**config.mk**
```make
export PLATFORM = sky130hd
export DESIGN_NAME = dot_product_accumulator
export DESIGN_NICKNAME = d
export VERILOG_FILES = /design/src/rtl/dot_product_accumulator_pkg.sv /design/src/rtl/dot_product_accumulator_sat_clamp.sv /design/src/rtl/dot_product_accumulator.sv
export SDC_FILE = /design/constraint.sdc
export NUM_CORES = 1
export LEC_CHECK = 0
export BUFFER_PORTS_ARGS = -buffer_cell sky130_fd_sc_hd__buf_4
export CELL_PAD_IN_SITES_DETAIL_PLACEMENT = 0
export CELL_PAD_IN_SITES_GLOBAL_PLACEMENT = 1
export CORE_MARGIN = 5
export CORE_UTILIZATION = 35
export DETAILED_ROUTE_END_ITERATION = 8
export PLACE_DENSITY = 0.65
export SLEW_MARGIN = 20
export SYNTH_ARGS = -nofsm -noshare
export SYNTH_HDL_FRONTEND = slang
export SYNTH_SLANG_ARGS = --single-unit
```
**constraint.sdc**
```tcl
create_clock -name clk -period 4.5 [get_ports clk]
set_input_delay 0.9 -clock clk [delete_from_list [all_inputs] [get_ports clk]]
set_output_delay 0.9 -clock clk [all_outputs]
set_load 0.02 [all_outputs]
```
**src/rtl/dot_product_accumulator_pkg.sv**
```systemverilog
// Shared types and constants for the dot-product accumulator and its output stages.
package mac_pkg;

    localparam int PROD_W_DEF = 64;
    localparam int ACC_W_DEF  = 72;
    localparam int LEN_W_DEF  = 8;

    localparam logic [PROD_W_DEF-1:0] SAT_POS = {1'b0, {(PROD_W_DEF-1){1'b1}}};
    localparam logic [PROD_W_DEF-1:0] SAT_NEG = {1'b1, {(PROD_W_DEF-1){1'b0}}};

    typedef enum logic [1:0] {
        IDLE,
        ACCUM,
        DONE
    } state_t;

endpackage

```
**src/rtl/dot_product_accumulator_sat_clamp.sv**
```systemverilog
// Combinational clamp of a wide signed accumulator into the signed product range.
module sat_clamp
    import mac_pkg::*;
#(
    parameter int ACC_W  = ACC_W_DEF,
    parameter int PROD_W = PROD_W_DEF
) (
    input  logic [ACC_W-1:0]  acc,
    output logic [PROD_W-1:0] sat,
    output logic              ovf
);

    // In range exactly when every bit from the PROD_W sign bit upward agrees.
    logic [ACC_W-PROD_W:0] upper;

    assign upper = acc[ACC_W-1:PROD_W-1];

    always_comb begin
        sat = acc[PROD_W-1:0];
        ovf = 1'b0;
        if (!(&upper) && (|upper)) begin
            ovf = 1'b1;
            sat = acc[ACC_W-1] ? SAT_NEG : SAT_POS;
        end
    end

endmodule

```
**src/rtl/dot_product_accumulator.sv**
```systemverilog
// Accumulates programmable-length runs of signed products and hands the sum,
// plus a saturated copy, downstream over valid/ready.
module dot_product_accumulator
    import mac_pkg::*;
#(
    parameter int PROD_W = PROD_W_DEF,
    parameter int ACC_W  = ACC_W_DEF,
    parameter int LEN_W  = LEN_W_DEF
) (
    input  logic              clk,
    input  logic              rst,
    input  logic              flush,
    input  logic [LEN_W-1:0]  cfg_len,
    input  logic              in_valid,
    input  logic [PROD_W-1:0] in_prod,
    output logic              in_ready,
    output logic              out_valid,
    output logic [ACC_W-1:0]  out_acc,
    output logic [PROD_W-1:0] out_sat,
    output logic              out_ovf,
    input  logic              out_ready
);

    localparam int CNT_W = LEN_W + 1;

    state_t             state, state_n;
    logic [ACC_W-1:0]   acc, acc_n;
    logic [CNT_W-1:0]   cnt, cnt_n;
    logic [CNT_W-1:0]   len_q, len_n;
    logic [CNT_W-1:0]   cfg_len_eff;
    logic [ACC_W-1:0]   prod_ext;
    logic               accept;
    logic               finish;
    logic               out_valid_n;
    logic [PROD_W-1:0]  sat_n;
    logic               ovf_n;

    assign prod_ext    = {{(ACC_W-PROD_W){in_prod[PROD_W-1]}}, in_prod};
    assign cfg_len_eff = (cfg_len == '0) ? CNT_W'(1 << LEN_W) : {1'b0, cfg_len};

    always_comb begin
        in_ready = 1'b0;
        case (state)
            IDLE, ACCUM: in_ready = 1'b1;
            DONE:        in_ready = out_ready;
            default:     in_ready = 1'b0;
        endcase
        in_ready = in_ready & rst;
    end

    assign accept = in_valid && in_ready && !flush;

    // A new run starts from IDLE or from DONE while the old result is taken,
    // which is what lets back-to-back runs proceed without a bubble.
    always_comb begin
        state_n     = state;
        acc_n       = acc;
        cnt_n       = cnt;
        len_n       = len_q;
        finish      = 1'b0;
        out_valid_n = out_valid;
        if (flush) begin
            state_n     = IDLE;
            cnt_n       = '0;
            out_valid_n = 1'b0;
        end else begin
            if (state == DONE && out_ready) begin
                state_n     = IDLE;
                out_valid_n = 1'b0;
            end
            if (accept) begin
                if (state == ACCUM) begin
                    acc_n = acc + prod_ext;
                    cnt_n = cnt + 1'b1;
                end else begin
                    len_n = cfg_len_eff;
                    acc_n = prod_ext;
                    cnt_n = CNT_W'(1);
                end
                if (cnt_n == len_n) begin
                    state_n     = DONE;
                    out_valid_n = 1'b1;
                    finish      = 1'b1;
                end else begin
                    state_n = ACCUM;
                end
            end
        end
    end

    sat_clamp #(
        .ACC_W  (ACC_W),
        .PROD_W (PROD_W)
    ) u_sat_clamp (
        .acc (acc_n),
        .sat (sat_n),
        .ovf (ovf_n)
    );

    always_ff @(posedge clk or negedge rst) begin
        if (!rst) begin
            state     <= IDLE;
            acc       <= '0;
            cnt       <= '0;
            len_q     <= '0;
            out_valid <= 1'b0;
            out_acc   <= '0;
            out_sat   <= '0;
            out_ovf   <= 1'b0;
        end else begin
            state     <= state_n;
            acc       <= acc_n;
            cnt       <= cnt_n;
            len_q     <= len_n;
            out_valid <= out_valid_n;
            if (finish) begin
                out_acc <= acc_n;
                out_sat <= sat_n;
                out_ovf <= ovf_n;
            end
        end
    end

endmodule

```
# Yosys cells after proc, flatten, opt, wreduce, memory -nomap -nowiden
# Cells that the tools add are included.
[totals] in_bits=77 elab_cells=56 output_inout_bits=139 ff_bits=230
[op_classes] n_eq_ne=3 bitwise_logic=2 add_sub_neg=2 reduce_logical=14 mux=27
[op_table] op="2-to-1 mux 72 bit" count=3
[op_table] op="2-to-1 mux 64 bit" count=2
[op_table] op="2-to-1 mux 9 bit" count=9
[op_table] op="adder 72 bit" count=1
[op_table] op="adder 9 x 1 -> 9 bit, second input constant" count=1
[op_table] op="equality test 9 bit" count=1
[op_table] op="AND reduction 9 bit" count=1
[op_table] op="OR reduction 9 bit" count=1
[op_table] op="zero test 8 bit" count=1
[op_table] op="2-to-1 mux 1 bit" count=8
[op_table] op="2-to-1 mux 2 bit" count=4
[op_table] op="logical AND 1 bit" count=4
[op_table] op="nonzero test 3 bit" count=1
[op_table] op="equality test 2 x 1 -> 1 bit, second input constant" count=1
[op_table] op="equality test 2 bit, second input constant" count=1
[op_table] op="zero test 1 bit" count=2
[op_table] op="zero test 2 bit" count=1
[op_table] op="one-hot mux 1 bit (2 select lines)" count=1
[op_table] op="AND reduction 2 bit" count=1
[op_table] op="nonzero test 2 bit" count=1
[op_table] op="OR reduction 2 bit" count=1
[op_table] op="bitwise AND 1 bit" count=1
[op_table] op="inverter 1 bit" count=1

# Depth between registers and ports, before layout
# Gate-level depths: netlist of run 1.
[depth] ltp_word=12 ltp_mapped=16 mapped_depth_nobuf=14

# Modules after synthesis
# A second synthesis of run 1 with hierarchy kept.
[hier_totals] hier_cells=1870 hier_area_um2=15239.6
[modules_own_cells] mod="dot_product_accumulator" area_each_um2=14024.7 n_inst=1 cells_each=1716 seq_area_each_um2=5755.5
[modules_own_cells] mod="sat_clamp" area_each_um2=1214.9 n_inst=1 cells_each=154 seq_area_each_um2=0.0

# Least setup slack after synthesis of run 1
# OpenSTA, ideal clock, no wires.
[synth_path] path_kind="in2reg" from="input in_prod[0]" to="register out_sat[37]" n_path_buf=2 required_ns=4.378 slack_ns=-0.020 arrival_time_ns=4.398 setup_time_ns=0.122 cell_stages=16 cell_sequence="ha_1 -> fa_1 -> a211oi_1 -> o21ai_1 -> a211oi_1 -> nor4_1 -> nor3_1 -> nor3_1 -> mux2i_1 -> a211o_1 -> a2111o_1 -> nand4bb_1 -> buf_2 -> clkbuf_1 -> o21ai_0 -> o21ai_1"
[synth_via] elab_chain_cells=8 word_cells_on_any_way=10 classes_between="add/sub: 1; mux: 5; reduce/logical: 4"
[synth_rtl] element="start: declaration" line="dot_product_accumulator.sv:15" rtl="input logic [PROD_W-1:0] in_prod,"
[synth_rtl] element="adder 72 bit (*)" line="dot_product_accumulator.sv:73" rtl="acc_n = acc + prod_ext;"
[synth_rtl] element="2-to-1 mux 72 bit (*)" line="dot_product_accumulator.sv:72" rtl="if (state == ACCUM) begin"
[synth_rtl] element="2-to-1 mux 72 bit (*)" line="dot_product_accumulator.sv:71" rtl="if (accept) begin"
[synth_rtl] element="2-to-1 mux 72 bit (*)" line="dot_product_accumulator.sv:62" rtl="if (flush) begin"
[synth_rtl] element="net acc_n[70]" line="dot_product_accumulator.sv:27" rtl="logic [ACC_W-1:0] acc, acc_n;"
[synth_rtl] element="AND reduction 9 bit" line="dot_product_accumulator_sat_clamp.sv:21" rtl="if (!(&upper) && (|upper)) begin"
[synth_rtl] element="zero test 1 bit" line="dot_product_accumulator_sat_clamp.sv:21"
[synth_rtl] element="logical AND 1 bit (*)" line="dot_product_accumulator_sat_clamp.sv:21"
[synth_rtl] element="2-to-1 mux 64 bit (*)" line="dot_product_accumulator_sat_clamp.sv:21"
[synth_rtl] element="end signal: assignment" line="dot_product_accumulator.sv:118" rtl="out_sat <= sat_n;"
[synth_rtl] element="end: declaration" line="dot_product_accumulator.sv:19" rtl="output logic [PROD_W-1:0] out_sat,"
# Mark *: on every way through the listed nets, which the timed path passes. The rest lies on a longest branch.
# A chain may end at the register's enable or synchronous reset.

# Worst setup path in the final report of run 1
[layout_path] from="input in_prod[0]" to="register out_sat[47]"
[layout_via] elab_chain_cells=8 word_cells_on_any_way=10 classes_between="add/sub: 1; mux: 5; reduce/logical: 4"
[layout_rtl] element="adder 72 bit (*)" line="dot_product_accumulator.sv:73"
[layout_rtl] element="2-to-1 mux 72 bit (*)" line="dot_product_accumulator.sv:72"
[layout_rtl] element="2-to-1 mux 72 bit (*)" line="dot_product_accumulator.sv:71"
[layout_rtl] element="2-to-1 mux 72 bit (*)" line="dot_product_accumulator.sv:62"
[layout_rtl] element="AND reduction 9 bit" line="dot_product_accumulator_sat_clamp.sv:21"
[layout_rtl] element="zero test 1 bit" line="dot_product_accumulator_sat_clamp.sv:21"
[layout_rtl] element="logical AND 1 bit" line="dot_product_accumulator_sat_clamp.sv:21"
[layout_rtl] element="2-to-1 mux 64 bit (*)" line="dot_product_accumulator_sat_clamp.sv:21"
# Mark *: on every way between the ends. The rest lies on a longest branch, timed or not.

==> results of run 1 <==
-- final cells by class --
type / count / share of cell area, %
multi-input cells: 1472 / 44.4
inverters: 34 / 0.670
well taps: 539 / 3.54
clock inverters: 10 / 0.302
repair buffers: 416 / 16.9
clock buffers: 36 / 3.99
flip-flops and latches: 230 / 30.2
-- cell usage after synthesis, drive strengths merged, types with 9 or more instances --
master and n:
nand2 411, dfrtp 230, o21ai 226, a21oi 175, nor2 132, clkbuf 103
ha 72, xnor2 50, o211ai 37, a21o 36, nand4 36, inv 34
nand3 26, xor2 25, nor3 24, a31oi 21, mux2i 21, a211oi 20
buf 17, o21bai 14, nor4 12, o21a 11, and2 9, mux2 9
o221ai 9, o31ai 9
-- kinds of logic (layout without fill, tap and decap cells) --
family          Yosys count  count (layout)
xor+xnor                 75              75
flops                   230             230
buf+inv                 154             496
fa+ha+maj                73              73
compound gates          607             607
simple gates            687             687
mux                      30              30
-- flip-flops by register name (all words and copies together), names as in the netlist --
register and flops:
acc 72, cnt 9, len_q 9, out_acc 72, out_ovf 1, out_sat 64
out_valid 1, state 2
-- power breakdown --
part | internal, mW | switching [mW]
Sequential | 2.29 | 0.148
Combinational | 1.45 | 1.95
Clock | 1.18 | 0.911
Total | 4.92 | 3.01
-- critical path: stages --
cell and delay, ns:
buf_4 0.12, ha_1 0.23, fa_1 0.43, a211oi_1 0.24, o21ai_1 0.20, o21ai_0 0.21
nand2b_1 0.10, a31o_2 0.26, a31o_2 0.25, a311oi_1 0.37, o21bai_1 0.13, a2111o_1 0.31
nand4bb_1 0.33, nand3_1 0.24, buf_12 0.21, o211ai_1 0.12
-- how the worst max path moves through the flow --
| stage | start | end | slack (ns) | cells after the start |
|---|---|---|---|---|
| final | in_prod[0] | out_sat[47]$_DFFE_PN0P_ | 0.23 | 16 |
| after global routing | in_prod[0] | out_sat[60]$_DFFE_PN0P_ | -0.005 | 16 |
| after CTS | in_prod[0] | out_sat[47]$_DFFE_PN0P_ | 0.21 | 16 |
| after detailed placement | in_prod[0] | out_sat[47]$_DFFE_PN0P_ | -0.36 | 16 |
| after global placement | in_prod[0] | out_sat[52]$_DFFE_PN0P_ | -0.27 | 16 |
| after floorplan | in_prod[0] | out_sat[37]$_DFFE_PN0P_ | 0.03 | 16 |
-- layer usage --
metal	track usage [%]	vias to the layer above	part of all wire [%]
li1	-	7213	-
met1	30.7	7090	45
met2	40.9	254	50
met3	2.62	39	3.7
met4	3.54	0	1.2
met5	0	-	0
-- what timing repair did --
item | CTS | global route
resized for setup | 0 | 1
hold endpoints to repair | 0 | 0
endpoints found under the setup margin | 0 | 41
setup buffers | 0 | 0
==> reports/metrics.cfg, run 1 <==
[routing]
wl_mm=54.9
drt_iter0_markers=856
ant_nets=0
vias_per_cell=5.33
detail_route.wl_per_cell_microns=20.1
num_vias=14600
route.detailed.drc=0
dr.pass1.iters=5

[layout]
design_area_sq_mm=0.0190
stdcell_count=2737
fillers=4219
final_cell_mix=nand2_1, buf_4, dfrtp_1
fin_nets=2331
layout_commonest_cell=nand2_1
area_growth_syn_to_layout_pct=29.2
drive_gt1_share_pct=22.3
multi_input_area_sq_mm=0.00845
finish.utilization_pct=45.6
seq_area_sq_mm=0.00576
antenna_cells=0

[synth]
synth.area.mux_share_pct=2.11
yosys.cell_types.count=62
ys.flop_type=dfrtp_1
synth_compound_area_share_pct=24.4
yosys.area.top_type=dfrtp_1
netlist_area_sq_mm=0.0147
synth.yosys.warnings=0
syn_avg_cell_area_sq_um=7.94
synthCells=1856
synth_seq_cells=230
yosys.area_share.xor_xnor_pct=4.46
synth-simple-area-share_pct=19.8
synth_top_family_by_area=compound AO/OA/AOI/OAI gates
async_flop_share_pct=100
synth_top_area_share_pct=39.0
synthesis.nets=2006
yosys-top-cells-area=dfrtp_1, nand2_1, o21ai_0
seq_area_frac_synth_pct=39.0
synth_edf_count=0
synth_fa_ha_area_share_pct=6.25

[floorplanning]
rows=75
pin_count=216
start_util_pct=35.3
core_sq_mm=0.0418
design.die.area_sq_mm=0.0463
die_x_microns=215
die-height_microns=215

[cts]
clock_sinks=230
tritoncts=done
root_buffer=clkbuf_16
hold_buffers=0
cts_buffers=27
clkLatencyLatePin_ns=0.56
htree_levels=1
path_clk_slew_ns=0.06
clock_path_buffers=3

[sta]
clock.fmax_mhz=234
slew_violations=0
finalSetupTns_ns=0
hold_viol_final=0
tightest_slew_ns=0.908
hold_ws_ns=0.206
period_needed_ns=4.27
layout_setup_ws_ns=0.230
skew_ns=0.0120
finalSetupViolCount=0
finalCritPeriodShare_pct=94.9
slew_headroom_pct=39.5

[place]
dp_cells=2691
hpwl_mm=43.0
place_congestion=0.893
io_buffers=215
place_area_sq_mm=0.0182
post-place-ws_ns=-0.355

[power]
power.leakage_nw=9.04
vdd_drop_max_uv=250
pwr_density_cell_mw_per_mm2=417
power.total_mw=7.93

[run]
cap_violations=0

[status]
status=complete, no violations

[global_routing]
grt_max_degree=140
overflow=0
grt_usage_pct=23.0
antenna_found_initial=0
grt_pass1_wl_mm=85.8
first_global_vias=14600

[setup_path]
ff2ff_path_depth=15
cp_max_fo=22
endpoint_kind=register
r2r-start=acc[0]$_DFF_PN0_
startpoint_type=input pin
worstReg2RegEnd=out_sat[47]$_DFFE_PN0P_
worstPathRequired_ns=4.92
crit_type=input pin to register
rrSetupSlack_ns=0.32
crit_arrival_ns=4.69

[worst_hold_path]
holdCritPathClass=input pin to asynchronous set/reset pin

Note: power is estimated with default switching activity, not from simulation.
==> inputs of run 2 (changes only) <==
--- a/config.mk
+++ b/config.mk
@@ -9,9 +9,9 @@
 export CELL_PAD_IN_SITES_DETAIL_PLACEMENT = 0
 export CELL_PAD_IN_SITES_GLOBAL_PLACEMENT = 1
 export CORE_MARGIN = 5
-export CORE_UTILIZATION = 35
+export CORE_UTILIZATION = 43
 export DETAILED_ROUTE_END_ITERATION = 8
-export PLACE_DENSITY = 0.65
+export PLACE_DENSITY = 0.78
 export SLEW_MARGIN = 20
 export SYNTH_ARGS = -nofsm -noshare
 export SYNTH_HDL_FRONTEND = slang
==> reports/metrics.cfg, run 2 (synthesized netlist as in run 1, its figures left out) <==
[power]
power_frac_seq_pct=30.2  ; -0.5 points
power.total_mw=8.10  ; +2.1%
vdd_drop_max_uv=302  ; +21%
power.leakage_nw=9.12  ; +0.84%
pwr_density_cell_mw_per_mm2=423  ; +1.6%
p_clk_share_pct=27.3  ; +1.0 points
p_int_mw=5.06  ; +2.9%
p_comb_share_pct=42.5  ; -0.5 points
swShare_pct=37.5  ; -0.48 points
p_sw_mw=3.04  ; +0.87%

[sta]
rsz0062_at_grt=false
slew_headroom_pct=45.5  ; +6.0 points
finalCritPeriodShare_pct=94.5  ; -0.34 points
skew_ns=0.0244  ; +0.0124 ns
hold_viol_final=0  ; unchanged
finalSetupViolCount=0  ; unchanged
tightest_slew_ns=0.817  ; -0.0904 ns
slew_violations=0  ; unchanged
clock.fmax_mhz=235  ; +0.36%
period_needed_ns=4.25  ; -0.0154 ns
hold_ws_ns=0.478  ; +0.272 ns

[setup_path]
ff2ff_path_depth=15  ; unchanged
crit_arrival_ns=4.67  ; -0.02 ns
r2r-start=acc[0]$_DFF_PN0_
startpoint_type=input pin
crit_type=input pin to register
endpoint_kind=register
worstPathRequired_ns=4.92  ; about the same
worstReg2RegEnd=out_sat[60]$_DFFE_PN0P_
rrSetupSlack_ns=0.33  ; about the same
cp_max_fo=15  ; -32%

[place]
hpwl_mm=42.0  ; -2.3%
io_buffers=215  ; unchanged
place_area_sq_mm=0.0182  ; -0.16%
dp_cells=2612  ; -2.9%
place_congestion=0.942  ; +5.5%

[global_routing]
grt_pass1_wl_mm=83.8  ; -2.3%
overflow=0  ; unchanged
antenna_found_initial=1  ; +1
first_global_vias=14900  ; +1.9%
grt_usage_pct=27.3  ; +4.4 points
grt_max_degree=65  ; -54%

[layout]
finish.utilization_pct=56.8  ; +11 points
fin_nets=2343  ; +0.51%
drive_gt1_share_pct=23.1  ; +0.81 points
design_area_sq_mm=0.0191  ; +0.51%
multi_input_area_sq_mm=0.00851  ; +0.68%
seq_area_sq_mm=0.00576  ; unchanged
antenna_cells=0  ; unchanged
area_growth_syn_to_layout_pct=29.8
fillers=3249  ; -23%
final_cell_mix=buf_4, nand2_1, dfrtp_1
stdcell_count=2660  ; -2.8%
top_regs=acc x72, out_acc x72, out_sat x64
layout_commonest_cell=buf_4

[floorplanning]
pin_count=216  ; unchanged
start_util_pct=43.7  ; +8.4 points
core_sq_mm=0.0337  ; -19%
design.die.area_sq_mm=0.0381  ; -18%
die_x_microns=195  ; -9.3%
die-height_microns=195  ; -9.3%
rows=67  ; -11%

[cts]
clock_path_buffers=3  ; unchanged
hold_buffers=0  ; unchanged
root_buffer=clkbuf_16
clkLatencyLatePin_ns=0.56  ; about the same
tritoncts=done
htree_levels=1  ; unchanged
cts_buffers=27  ; unchanged
clock_sinks=230  ; unchanged
cts_setup_buffers=0  ; unchanged
cts-resized-gates=0  ; unchanged
path_clk_slew_ns=0.06  ; about the same

[routing]
vias_per_cell=5.62  ; +5.5%
ant_nets=0  ; unchanged
dr.pass1.iters=5  ; unchanged
route.detailed.drc=0  ; unchanged
detail_route.wl_per_cell_microns=20.3  ; +1.0%
wl_mm=54.0  ; -1.8%
drt_iter0_markers=929  ; +8.5%
num_vias=15000  ; +2.5%

[run]
cap_violations=0  ; unchanged

[status]
status=complete, no violations

[worst_hold_path]
holdCritPathClass=input pin to asynchronous set/reset pin

## run 2: worst max path at each step
stage,endpoint,startpoint,cells past startpoint
CTS,out_sat[60]$_DFFE_PN0P_,in_prod[0],16
finish,out_sat[60]$_DFFE_PN0P_,in_prod[6],16
detailed placement,out_sat[60]$_DFFE_PN0P_,in_prod[0],16
global placement,out_sat[60]$_DFFE_PN0P_,in_prod[0],16
floorplan,out_sat[37]$_DFFE_PN0P_,in_prod[0],16
global route,out_sat[60]$_DFFE_PN0P_,in_prod[0],16
## run 2: cell type report
class	instances	share of cell area, %
Multi-Input combinational cell	1472	44.4
Clock buffer	37	3.99
Timing Repair Buffer	428	17.3
Inverter	34	0.667
Clock inverter	11	0.641
Sequential cell	230	30.1
Tap cell	448	2.93
## run 2: power by group through the flow
stage	Combinational [mW]	Sequential (mW)	Clock, mW
3_3_place_gp	3.37	2.48	0
3_5_place_dp	3.39	2.48	0
5_1_grt	3.78	2.47	2.34
6_report	3.44	2.45	2.21
2_1_floorplan	1.89	2.50	0
4_1_cts	3.41	2.45	2.25
## run 2: per-stage QoR
step,setup TNS [ns],setup WS [ns]
3_5_place_dp,-26.00,-0.488
4_1_cts,0,0.0663
2_1_floorplan,0,0.0310
3_3_place_gp,-23.00,-0.416
6_report,0,0.245
5_1_grt,0,0.0200
## run 2: per-layer routing
metal  wire [microns]  up-vias  GRT usage, %
met5               20        -             0
met4             2110        2          9.10
met2            26100      471          47.1
li1                 -     7236             -
met3             3020      105          3.65
met1            22700     7145          35.5
## run 2: critical path, cell delays in order
cell,delay [ns]
buf_4,0.12
ha_1,0.41
a21oi_1,0.24
o211ai_1,0.13
a21boi_0,0.33
nand3_1,0.22
buf_4,0.19
a31oi_1,0.27
mux2i_1,0.31
a21oi_1,0.17
o21bai_1,0.18
a2111o_1,0.32
nand4bb_2,0.31
buf_4,0.26
a211oi_1,0.20
o221ai_1,0.13
